<file path="config.mk">
export PLATFORM = sky130hd
export DESIGN_NAME = hazard_ctrl_flat
export DESIGN_NICKNAME = d
export VERILOG_FILES = /design/src/rtl/hazard_pkg.sv /design/src/rtl/hazard_ctrl_if.sv /design/src/rtl/hazard_ctrl_fwd_sel.sv /design/src/rtl/hazard_ctrl.sv /design/src/flat_wrapper.sv
export SDC_FILE = /design/constraint.sdc
export NUM_CORES = 1
export LEC_CHECK = 0
export ABC_AREA = 1
export CAP_MARGIN = 20
export CELL_PAD_IN_SITES_DETAIL_PLACEMENT = 0
export CELL_PAD_IN_SITES_GLOBAL_PLACEMENT = 1
export CORE_MARGIN = 2
export CORE_UTILIZATION = 22
export CTS_CLUSTER_SIZE = 10
export DETAILED_ROUTE_END_ITERATION = 7
export PLACE_DENSITY = 0.88
export SKIP_LAST_GASP = 1
export SYNTH_ARGS = -nofsm -noshare
export SYNTH_HDL_FRONTEND = slang
export SYNTH_SLANG_ARGS = --single-unit
</file>
<file path="constraint.sdc">
create_clock -name clk -period 1.1 [get_ports clk]
set_input_delay 0.165 -clock clk [delete_from_list [all_inputs] [get_ports clk]]
set_output_delay 0.165 -clock clk [all_outputs]
set_load 0.01 [all_outputs]
</file>
<file path="src/rtl/hazard_pkg.sv">
// Shared types and constants for the pipeline hazard controller.
//   fwd_sel_t  : execute-stage operand source select
//   hz_state_t : memory-handshake sequencer states
//   PC_REG     : architectural PC register index, never forwarded
package hazard_pkg;

  typedef enum logic [1:0] {
    FWD_RD  = 2'b00,
    FWD_WB  = 2'b01,
    FWD_MEM = 2'b10
  } fwd_sel_t;

  typedef enum logic [1:0] {
    RUN      = 2'b00,
    MEM_WAIT = 2'b01,
    ABORT    = 2'b10
  } hz_state_t;

  localparam int unsigned PC_REG = 15;

endpackage : hazard_pkg

</file>
<file path="src/rtl/hazard_ctrl_if.sv">
// Pipeline <-> hazard-controller signal bundle.
//   master : pipeline side (drives register addresses, enables, memory status;
//            receives forwarding selects, stall/flush controls, error, counter)
//   slave  : hazard controller side
// Parameters: REG_AW register-address width, CNT_W stall-counter width.
interface hazard_ctrl_if #(
  parameter int unsigned REG_AW = 4,
  parameter int unsigned CNT_W  = 16
);
  import hazard_pkg::*;

  logic [REG_AW-1:0] RA1D, RA2D;
  logic [REG_AW-1:0] RA1E, RA2E;
  logic [REG_AW-1:0] WA3E, WA3M, WA3W;
  logic              RegWriteM, RegWriteW;
  logic              MemtoRegE;
  logic              BranchTakenE;
  logic              MemReqM, MemReadyM;

  fwd_sel_t          ForwardAE, ForwardBE;
  logic              StallF, StallD, StallE, StallM;
  logic              FlushD, FlushE, FlushW;
  logic              MemErr;
  logic [CNT_W-1:0]  StallCount;

  modport master (
    output RA1D, RA2D, RA1E, RA2E, WA3E, WA3M, WA3W,
    output RegWriteM, RegWriteW, MemtoRegE, BranchTakenE, MemReqM, MemReadyM,
    input  ForwardAE, ForwardBE, StallF, StallD, StallE, StallM,
    input  FlushD, FlushE, FlushW, MemErr, StallCount
  );

  modport slave (
    input  RA1D, RA2D, RA1E, RA2E, WA3E, WA3M, WA3W,
    input  RegWriteM, RegWriteW, MemtoRegE, BranchTakenE, MemReqM, MemReadyM,
    output ForwardAE, ForwardBE, StallF, StallD, StallE, StallM,
    output FlushD, FlushE, FlushW, MemErr, StallCount
  );

endinterface : hazard_ctrl_if

</file>
<file path="src/rtl/hazard_ctrl_fwd_sel.sv">
// Per-operand forwarding comparator for the execute stage.
//   ra_e_i        : E-stage source register address
//   wa_m_i/wa_w_i : M/W-stage destination addresses
//   reg_write_*_i : M/W-stage write enables
//   fwd_o         : operand source select (M wins over W; PC never forwarded)
module fwd_sel
  import hazard_pkg::*;
#(
  parameter int unsigned REG_AW = 4
) (
  input  logic [REG_AW-1:0] ra_e_i,
  input  logic [REG_AW-1:0] wa_m_i,
  input  logic [REG_AW-1:0] wa_w_i,
  input  logic              reg_write_m_i,
  input  logic              reg_write_w_i,
  output fwd_sel_t          fwd_o
);

  logic not_pc;
  assign not_pc = (ra_e_i != REG_AW'(PC_REG));

  // Priority select: the younger M-stage result shadows the W-stage one.
  always_comb begin
    fwd_o = FWD_RD;
    if (reg_write_m_i && (wa_m_i == ra_e_i) && not_pc) begin
      fwd_o = FWD_MEM;
    end else if (reg_write_w_i && (wa_w_i == ra_e_i) && not_pc) begin
      fwd_o = FWD_WB;
    end
  end

endmodule : fwd_sel

</file>
<file path="src/rtl/hazard_ctrl.sv">
// Pipeline hazard controller for the 5-stage F/D/E/M/W core.
//   clk, rst : core clock, synchronous active-high reset
//   hz       : hazard_ctrl_if.slave bundle (addresses, enables, memory status in;
//              ForwardAE/BE, Stall*, Flush*, MemErr, StallCount out)
// Forwarding selects and stall/flush controls are combinational (same-cycle);
// MemErr and StallCount are registered.
// Optional: define HAZARD_PERF_CNT_EN to build the saturating stall counter;
// otherwise StallCount is tied to zero.
module hazard_ctrl
  import hazard_pkg::*;
#(
  parameter int unsigned REG_AW      = 4,
  parameter int unsigned MEM_TIMEOUT = 15,
  parameter int unsigned CNT_W       = 16
) (
  input  logic          clk,
  input  logic          rst,
  hazard_ctrl_if.slave  hz
);

  localparam int unsigned WCNT_W = $clog2(MEM_TIMEOUT + 1);

  hz_state_t         state_q, state_d;
  logic [WCNT_W-1:0] wcnt_q, wcnt_d;
  logic              mem_err_q, mem_err_d;

  fwd_sel_t fwd_a, fwd_b;
  logic     stall_f, stall_d, stall_e, stall_m;
  logic     flush_d, flush_e, flush_w;
  logic     mem_busy, ldstall;

  // Operand forwarding comparators
  fwd_sel #(.REG_AW(REG_AW)) u_fwd_a (
    .ra_e_i        (hz.RA1E),
    .wa_m_i        (hz.WA3M),
    .wa_w_i        (hz.WA3W),
    .reg_write_m_i (hz.RegWriteM),
    .reg_write_w_i (hz.RegWriteW),
    .fwd_o         (fwd_a)
  );

  fwd_sel #(.REG_AW(REG_AW)) u_fwd_b (
    .ra_e_i        (hz.RA2E),
    .wa_m_i        (hz.WA3M),
    .wa_w_i        (hz.WA3W),
    .reg_write_m_i (hz.RegWriteM),
    .reg_write_w_i (hz.RegWriteW),
    .fwd_o         (fwd_b)
  );

  assign mem_busy = hz.MemReqM && !hz.MemReadyM;
  assign ldstall  = hz.MemtoRegE &&
                    ((hz.WA3E == hz.RA1D) || (hz.WA3E == hz.RA2D));

  // Sequencer next state and same-cycle stall/flush decode
  always_comb begin
    state_d   = state_q;
    wcnt_d    = wcnt_q;
    mem_err_d = mem_err_q;
    stall_f   = 1'b0;
    stall_d   = 1'b0;
    stall_e   = 1'b0;
    stall_m   = 1'b0;
    flush_d   = 1'b0;
    flush_e   = 1'b0;
    flush_w   = 1'b0;

    unique case (state_q)
      RUN: begin
        if (mem_busy) begin
          // Freeze F..M and bubble W starting this very cycle.
          {stall_f, stall_d, stall_e, stall_m} = 4'b1111;
          flush_w = 1'b1;
          state_d = MEM_WAIT;
          wcnt_d  = WCNT_W'(1);
        end else if (hz.BranchTakenE) begin
          // Taken branch squashes the wrong-path D/E and overrides ldstall.
          flush_d = 1'b1;
          flush_e = 1'b1;
        end else if (ldstall) begin
          stall_f = 1'b1;
          stall_d = 1'b1;
          flush_e = 1'b1;
        end
      end

      MEM_WAIT: begin
        // Branch/ldstall are ignored here; the held D/E state is
        // re-evaluated in RUN once memory releases.
        if (hz.MemReadyM) begin
          state_d = RUN;
          wcnt_d  = '0;
        end else begin
          {stall_f, stall_d, stall_e, stall_m} = 4'b1111;
          flush_w = 1'b1;
          if (wcnt_q == WCNT_W'(MEM_TIMEOUT)) begin
            mem_err_d = 1'b1;
            state_d   = ABORT;
            wcnt_d    = '0;
          end else begin
            wcnt_d = wcnt_q + WCNT_W'(1);
          end
        end
      end

      ABORT: begin
        // Retire the timed-out M instruction as a bubble and squash D/E.
        flush_d = 1'b1;
        flush_e = 1'b1;
        flush_w = 1'b1;
        state_d = RUN;
      end

      default: begin
        state_d = RUN;
        wcnt_d  = '0;
      end
    endcase

    // All controls are quiet during the reset cycle.
    if (rst) begin
      stall_f = 1'b0;
      stall_d = 1'b0;
      stall_e = 1'b0;
      stall_m = 1'b0;
      flush_d = 1'b0;
      flush_e = 1'b0;
      flush_w = 1'b0;
    end
  end

  // Sequencer state, wait counter and sticky error
  always_ff @(posedge clk) begin
    if (rst) begin
      state_q   <= RUN;
      wcnt_q    <= '0;
      mem_err_q <= 1'b0;
    end else begin
      state_q   <= state_d;
      wcnt_q    <= wcnt_d;
      mem_err_q <= mem_err_d;
    end
  end

`ifdef HAZARD_PERF_CNT_EN
  logic [CNT_W-1:0] stall_cnt_q;

  // Saturating count of cycles with the fetch stage held
  always_ff @(posedge clk) begin
    if (rst) begin
      stall_cnt_q <= '0;
    end else if (stall_f && (stall_cnt_q != {CNT_W{1'b1}})) begin
      stall_cnt_q <= stall_cnt_q + CNT_W'(1);
    end
  end

  assign hz.StallCount = stall_cnt_q;
`else
  assign hz.StallCount = '0;
`endif

  assign hz.ForwardAE = rst ? FWD_RD : fwd_a;
  assign hz.ForwardBE = rst ? FWD_RD : fwd_b;
  assign hz.StallF    = stall_f;
  assign hz.StallD    = stall_d;
  assign hz.StallE    = stall_e;
  assign hz.StallM    = stall_m;
  assign hz.FlushD    = flush_d;
  assign hz.FlushE    = flush_e;
  assign hz.FlushW    = flush_w;
  assign hz.MemErr    = mem_err_q;

endmodule : hazard_ctrl

</file>
<file path="src/flat_wrapper.sv">
// flat-port wrapper written by rule: the top's interface ports become plain ports
module hazard_ctrl_flat import hazard_pkg::*;
#(
  parameter int unsigned REG_AW      = 4,
  parameter int unsigned MEM_TIMEOUT = 15,
  parameter int unsigned CNT_W       = 16
)
  (clk, rst, hz_RA1D, hz_RA2D, hz_RA1E, hz_RA2E, hz_WA3E, hz_WA3M, hz_WA3W, hz_RegWriteM, hz_RegWriteW, hz_MemtoRegE, hz_BranchTakenE, hz_MemReqM, hz_MemReadyM, hz_ForwardAE, hz_ForwardBE, hz_StallF, hz_StallD, hz_StallE, hz_StallM, hz_FlushD, hz_FlushE, hz_FlushW, hz_MemErr, hz_StallCount);
  hazard_ctrl_if #(.REG_AW(REG_AW), .CNT_W(CNT_W)) hz_i ();
  input  logic clk;
  input  logic rst;
  input wire logic [$bits(hz_i.RA1D)-1:0] hz_RA1D;
  input wire logic [$bits(hz_i.RA2D)-1:0] hz_RA2D;
  input wire logic [$bits(hz_i.RA1E)-1:0] hz_RA1E;
  input wire logic [$bits(hz_i.RA2E)-1:0] hz_RA2E;
  input wire logic [$bits(hz_i.WA3E)-1:0] hz_WA3E;
  input wire logic [$bits(hz_i.WA3M)-1:0] hz_WA3M;
  input wire logic [$bits(hz_i.WA3W)-1:0] hz_WA3W;
  input wire logic [$bits(hz_i.RegWriteM)-1:0] hz_RegWriteM;
  input wire logic [$bits(hz_i.RegWriteW)-1:0] hz_RegWriteW;
  input wire logic [$bits(hz_i.MemtoRegE)-1:0] hz_MemtoRegE;
  input wire logic [$bits(hz_i.BranchTakenE)-1:0] hz_BranchTakenE;
  input wire logic [$bits(hz_i.MemReqM)-1:0] hz_MemReqM;
  input wire logic [$bits(hz_i.MemReadyM)-1:0] hz_MemReadyM;
  output wire logic [$bits(hz_i.ForwardAE)-1:0] hz_ForwardAE;
  output wire logic [$bits(hz_i.ForwardBE)-1:0] hz_ForwardBE;
  output wire logic [$bits(hz_i.StallF)-1:0] hz_StallF;
  output wire logic [$bits(hz_i.StallD)-1:0] hz_StallD;
  output wire logic [$bits(hz_i.StallE)-1:0] hz_StallE;
  output wire logic [$bits(hz_i.StallM)-1:0] hz_StallM;
  output wire logic [$bits(hz_i.FlushD)-1:0] hz_FlushD;
  output wire logic [$bits(hz_i.FlushE)-1:0] hz_FlushE;
  output wire logic [$bits(hz_i.FlushW)-1:0] hz_FlushW;
  output wire logic [$bits(hz_i.MemErr)-1:0] hz_MemErr;
  output wire logic [$bits(hz_i.StallCount)-1:0] hz_StallCount;
  assign hz_i.RA1D = hz_RA1D;
  assign hz_i.RA2D = hz_RA2D;
  assign hz_i.RA1E = hz_RA1E;
  assign hz_i.RA2E = hz_RA2E;
  assign hz_i.WA3E = hz_WA3E;
  assign hz_i.WA3M = hz_WA3M;
  assign hz_i.WA3W = hz_WA3W;
  assign hz_i.RegWriteM = hz_RegWriteM;
  assign hz_i.RegWriteW = hz_RegWriteW;
  assign hz_i.MemtoRegE = hz_MemtoRegE;
  assign hz_i.BranchTakenE = hz_BranchTakenE;
  assign hz_i.MemReqM = hz_MemReqM;
  assign hz_i.MemReadyM = hz_MemReadyM;
  assign hz_ForwardAE = hz_i.ForwardAE;
  assign hz_ForwardBE = hz_i.ForwardBE;
  assign hz_StallF = hz_i.StallF;
  assign hz_StallD = hz_i.StallD;
  assign hz_StallE = hz_i.StallE;
  assign hz_StallM = hz_i.StallM;
  assign hz_FlushD = hz_i.FlushD;
  assign hz_FlushE = hz_i.FlushE;
  assign hz_FlushW = hz_i.FlushW;
  assign hz_MemErr = hz_i.MemErr;
  assign hz_StallCount = hz_i.StallCount;
  hazard_ctrl #(.REG_AW(REG_AW), .MEM_TIMEOUT(MEM_TIMEOUT), .CNT_W(CNT_W)) u_core (.clk(clk), .rst(rst), .hz(hz_i));
endmodule
</file>
; Word level (Yosys, flattened, before mapping)
; Cells that the tools add are included.
[totals]
register_bits = 7
latchBits = 0
ram_bits = 0
rom_bits = 0
output_inout_bits = 28
word_cells = 68
mem_count = 0
[classes]
add_sub_neg = 1
mul = 0
n_div = 0
order_cmp = 0
n_eq_ne = 13
n_shift = 0
muxes = 33
bitwise_logic = 2
n_reduce_logical = 16
[ops]
columns = operator, count
row1 = == test 4 bit, 6
row2 = 2-to-1 mux 1 bit, 16
row3 = 2-to-1 mux 2 bit, 7
row4 = 2-to-1 mux 4 bit, 3
row5 = case mux 4 bit (3 select lines), 1
row6 = logical AND 1 bit, 10
row7 = "inequality test 4 bit, second input constant", 2
row8 = case mux 1 bit (2 select lines), 4
row9 = "adder 4 x 1 -> 4 bit, second input constant", 1
row10 = "== test 4 bit, second input constant", 1
row11 = case mux 2 bit (2 select lines), 1
row12 = AND reduction 2 bit, 2
row13 = "inequality test 3 x 2 -> 1 bit, second input constant", 1
row14 = case mux 1 bit (3 select lines), 1
row15 = AND reduction 3 bit, 1
row16 = "== test 2 x 1 -> 1 bit, second input constant", 1
row17 = "== test 2 bit, second input constant", 1
row18 = zero test 2 bit, 1
row19 = "inequality test 2 x 1 -> 1 bit, second input constant", 1
row20 = NOT 1 bit, 2
row21 = zero test 1 bit, 1
row22 = logical OR 1 bit, 1

; Logic depth before layout (Yosys ltp)
[depth]
depth_word = 8
depth_mapped = 9
mapped_depth_nobuf = 8

; By module
; A second synthesis with hierarchy kept.
[hier_totals]
hier_cells = 216
area_unflattened_um2 = 1127.3
[modules_own_cells]
columns = module, n_inst, cells_each, area_each_um2, seq_area_each_um2
row1 = hazard_ctrl, 1, 134, 747.0, 140.1
row2 = fwd_sel, 2, 41, 190.2, 0.0

; Least setup slack after synthesis
; OpenSTA, ideal clock, no wires.
[synth_timing]
path_kind = reg2out
startpoint = register u_core.state_q[1]
endpoint = output hz_StallF
arrival_ns = 0.994
path_slack_ns = -0.059
path_stages_with_launch = 7
path_buffers = 1
cell_sequence = dfxtp_1 -> nor2_1 -> inv_1 -> nor3_1 -> nand3_1 -> nand2_1 -> buf_4
[synth_between]
elab_chain_len = 3
word_cells_on_any_way = 4
[synth_lines]
columns = element, line_no
row1 = start: declaration, hazard_ctrl.sv:23  ; hz_state_t state_q, state_d;
row2 = start signal: assignment, hazard_ctrl.sv:139  ; state_q <= state_d;
row3 = == test 2 x 1 -> 1 bit or zero test 2 bit (tied branches), -
row4 = case mux 1 bit (2 select lines) (*), -
row5 = 2-to-1 mux 1 bit (*), -
row6 = end: declaration, flat_wrapper.sv:27  ; output wire logic [$bits(hz_i.StallF)-1:0] hz_StallF;
; Every way passes the cells marked *; elsewhere a longest branch is shown, timed or not.

; Worst setup path after layout
[layout_timing]
startpoint = register u_core.state_q[1]
endpoint = output hz_FlushW
[layout_between]
elab_chain_len = 3
word_cells_on_any_way = 5
[layout_lines]
columns = element, line_no
row1 = == test 2 bit (tied with other cells), hazard_ctrl.sv:68  ; unique case (state_q)
row2 = case mux 1 bit (3 select lines) (*), hazard_ctrl.sv:68
row3 = 2-to-1 mux 1 bit (*), hazard_ctrl.sv:121  ; if (rst) begin
row4 = end: declaration, flat_wrapper.sv:33  ; output wire logic [$bits(hz_i.FlushW)-1:0] hz_FlushW;
; Marked as above.

==> run metrics <==
status=finished, violations left; failing checks=setup timing; ANT nets after route=0; max-capacitance violation count=0; period utilization=124.7%; Mapped Area=1016 um2; CTS tree=built; width of the die=71.96 um; DRC Markers=0; CP cell instances=nor2_4 > nand3_2 > nand2_2 > nand2_4 > o21ai_1 > buf_2; top cell type's share of synthesized area=22.91%; grt ovf=0; vias in the first global route=1163; critical path startpoint category=register; setup TNS=-1937 ps; CTS max path bufs=2; worst slack, placed=-856.3 ps; Worst VDD drop=362.9 uV; nets=294; Hold Fails Final Rpt=0; dpl cells=297; Clock Sinks=7; I/O pin count=64; H-tree depth=1; GPL Wtd Cong=0.8069; core area=4414 um2; cell accounting for the most synthesized area=nand2_1; highest clock rate=728.9 MHz; Std-Cell Rows=24; Crit path arrival time=1210 ps; Slew Viols, Final=0; cts bufs inserted=3; synth cell count leaders=62 x nand2_1, 33 x inv_1, 18 x buf_4; WL final=3198 um; pin count of the biggest net entering global routing=14; Clock Latency Late Sink=240 ps; total die area=5178 um2; GRT Total Usage=12.00%; Post-Layout Cell Count=308; Static Leak=0.9805 nW; RSZ-0062 raised after global routing=yes; Detailed Place HPWL=2401 um; most frequent cell after synthesis=nand2_1; clk slew on worst S/H paths=50 ps; crit end category=output port; clk root buf=clkbuf_8; critical path's largest stage delay=350 ps; Mapped Cells=189; drt pass-1 iters=5; I/O Buffers=47; Clock Skews=5.338 ps; Initial Util=23.02%; synth top area cells=nand2_1 23%, dfxtp_1 14%, buf_4 13%; power per standard cell area=644.7 nW/um2; Worst path slowest cell=dfxtp_4; First DRT Iteration DRCs=34; Min Clock Period, post-route=1372 ps; final setup vio count=11; layout cell share with drive strength beyond 1=43.36%; Top FF cell, synth=dfxtp_1; first-pass GRT wire length=5002 um; placed inst area=1572 um2; crit-path max FO=3; number of synthesized register bits=7; Finished Cell Area=1795 um2; Post-synth EDFFs=0; Crit path max-delay family=simple AND/OR/NAND/NOR gates; post-DR wirelength/cell=10.38 um; DR vias/cell=4.140; CP Buf/Inv Count=1; Worst EP required=940 ps; Area Growth Syn to Fin=76.72%; CP Class=register to output port; overall via count from detail_route=1275; worst hold margin=270.5 ps; ant diodes=0; Avg Synthesized Cell Area=5.376 um2; post-synthesis sequential area ratio=13.79%; Worst Hold Class=primary input to register; post-synthesis async set-or-reset flop share=0%; Die Y=71.96 um; Ys Warns=0; Synth cell types=26; initial antenna violation count=0; worst setup margin=-272.0 ps
==> cell families after synthesis <==
logic type,Yosys count,share of synthesized area (%)
flip-flops,7,13.79
other,1,0.3691
buffers and inverters,55,27.09
adder cells (fa/ha/maj),1,1.231
AND/OR/NAND/NOR,101,42.37
XOR/XNOR,5,4.311
AO/OA/AOI/OAI,19,10.84
==> registers in the layout (all words and copies together), names as in the netlist <==
name and count:
u_core.state_q 2, u_core.hz.MemErr 1, u_core.wcnt_q 4
==> power by group <==
| group | switching [mW] | total, mW | leakage (nW) | internal, mW |
|---|---|---|---|---|
| Sequential | 0.00742 | 0.265 | 0.0588 | 0.257 |
| Combinational | 0.262 | 0.514 | 0.896 | 0.252 |
| Clock | 0.133 | 0.380 | 0.0255 | 0.247 |
==> tightest hold or removal path: cells and delay by family <==
kind | cells | cell delay (ps)
buffers and inverters | 2 | 270
AO/OA/AOI/OAI | 1 | 40
==> final cells by class <==
class / count / area, um2
Fill cell: 472 / 2619
Inverter: 36 / 147.6
Multi-Input combinational cell: 142 / 814.5
Sequential cell: 7 / 148.9
Timing Repair Buffer: 67 / 573.1
Clock inverter: 1 / 5.005
Clock buffer: 3 / 41.29
Tap cell: 52 / 65.06
==> placed cells by master, fill, tap and decap left out, drive strengths merged <==
cell | Yosys | layout
nand2 | 64 | 64
buf | 19 | 50
inv | 36 | 36
nor2 | 18 | 18
conb | 1 | 16
dlygate4sd2 | 0 | 14
a21oi | 12 | 12
nand3 | 7 | 7
dfxtp | 7 | 7
o21ai | 5 | 5
nand4 | 4 | 4
nor3 | 4 | 4
xor2 | 3 | 3
clkbuf | 0 | 3
clkdlybuf4s50 | 0 | 2
and2 | 2 | 2
xnor2 | 2 | 2
nor3b | 1 | 1
o22ai | 1 | 1
nand3b | 1 | 1
o211ai | 1 | 1
ha | 1 | 1
clkinv | 0 | 1
dlymetal6s2s | 0 | 1
==> routing by layer <==
metal / track usage (%) / routed length (um) / up-vias
li1: - / - / 683
met1: 15.83 / 1456 / 539
met2: 19.55 / 1454 / 48
met3: 3.194 / 242 / 5
met4: 2.935 / 44 / 0
met5: 0 / 0 / -
==> final timing paths <==
| path | slack, ps | start | to | cells after the start |
|---|---|---|---|---|
| worst max register to register | -130 | u_core.state_q[1] | u_core.wcnt_q[0] | 10 |
| worst min register to register | 500 | u_core.wcnt_q[1] | u_core.wcnt_q[1] | 2 |
| worst min-delay path | 270 | rst | u_core.state_q[0] | 3 |
| worst max-delay path | -270 | u_core.state_q[1] | hz_FlushW | 6 |
==> what timing repair did <==
item,in CTS,in global routing
resized for setup,177,45
hold buffers,0,0
cloned,0,0
pin swaps,33,29
endpoints found under the hold margin,0,0
endpoints found under the setup margin,16,18
setup buffers,6,3
==> stage by stage <==
| stage | power, mW | utilization [%] |
|---|---|---|
| final | 1.158 | 40.67 |
| after detailed placement | 0.7216 | 35.60 |
| after global placement | 0.7210 | 35.60 |
| after CTS | 1.099 | 36.88 |
| after floorplan | 0.5185 | - |
| after global routing | 1.233 | 40.67 |
No activity file was read; power rests on OpenSTA's default activity.
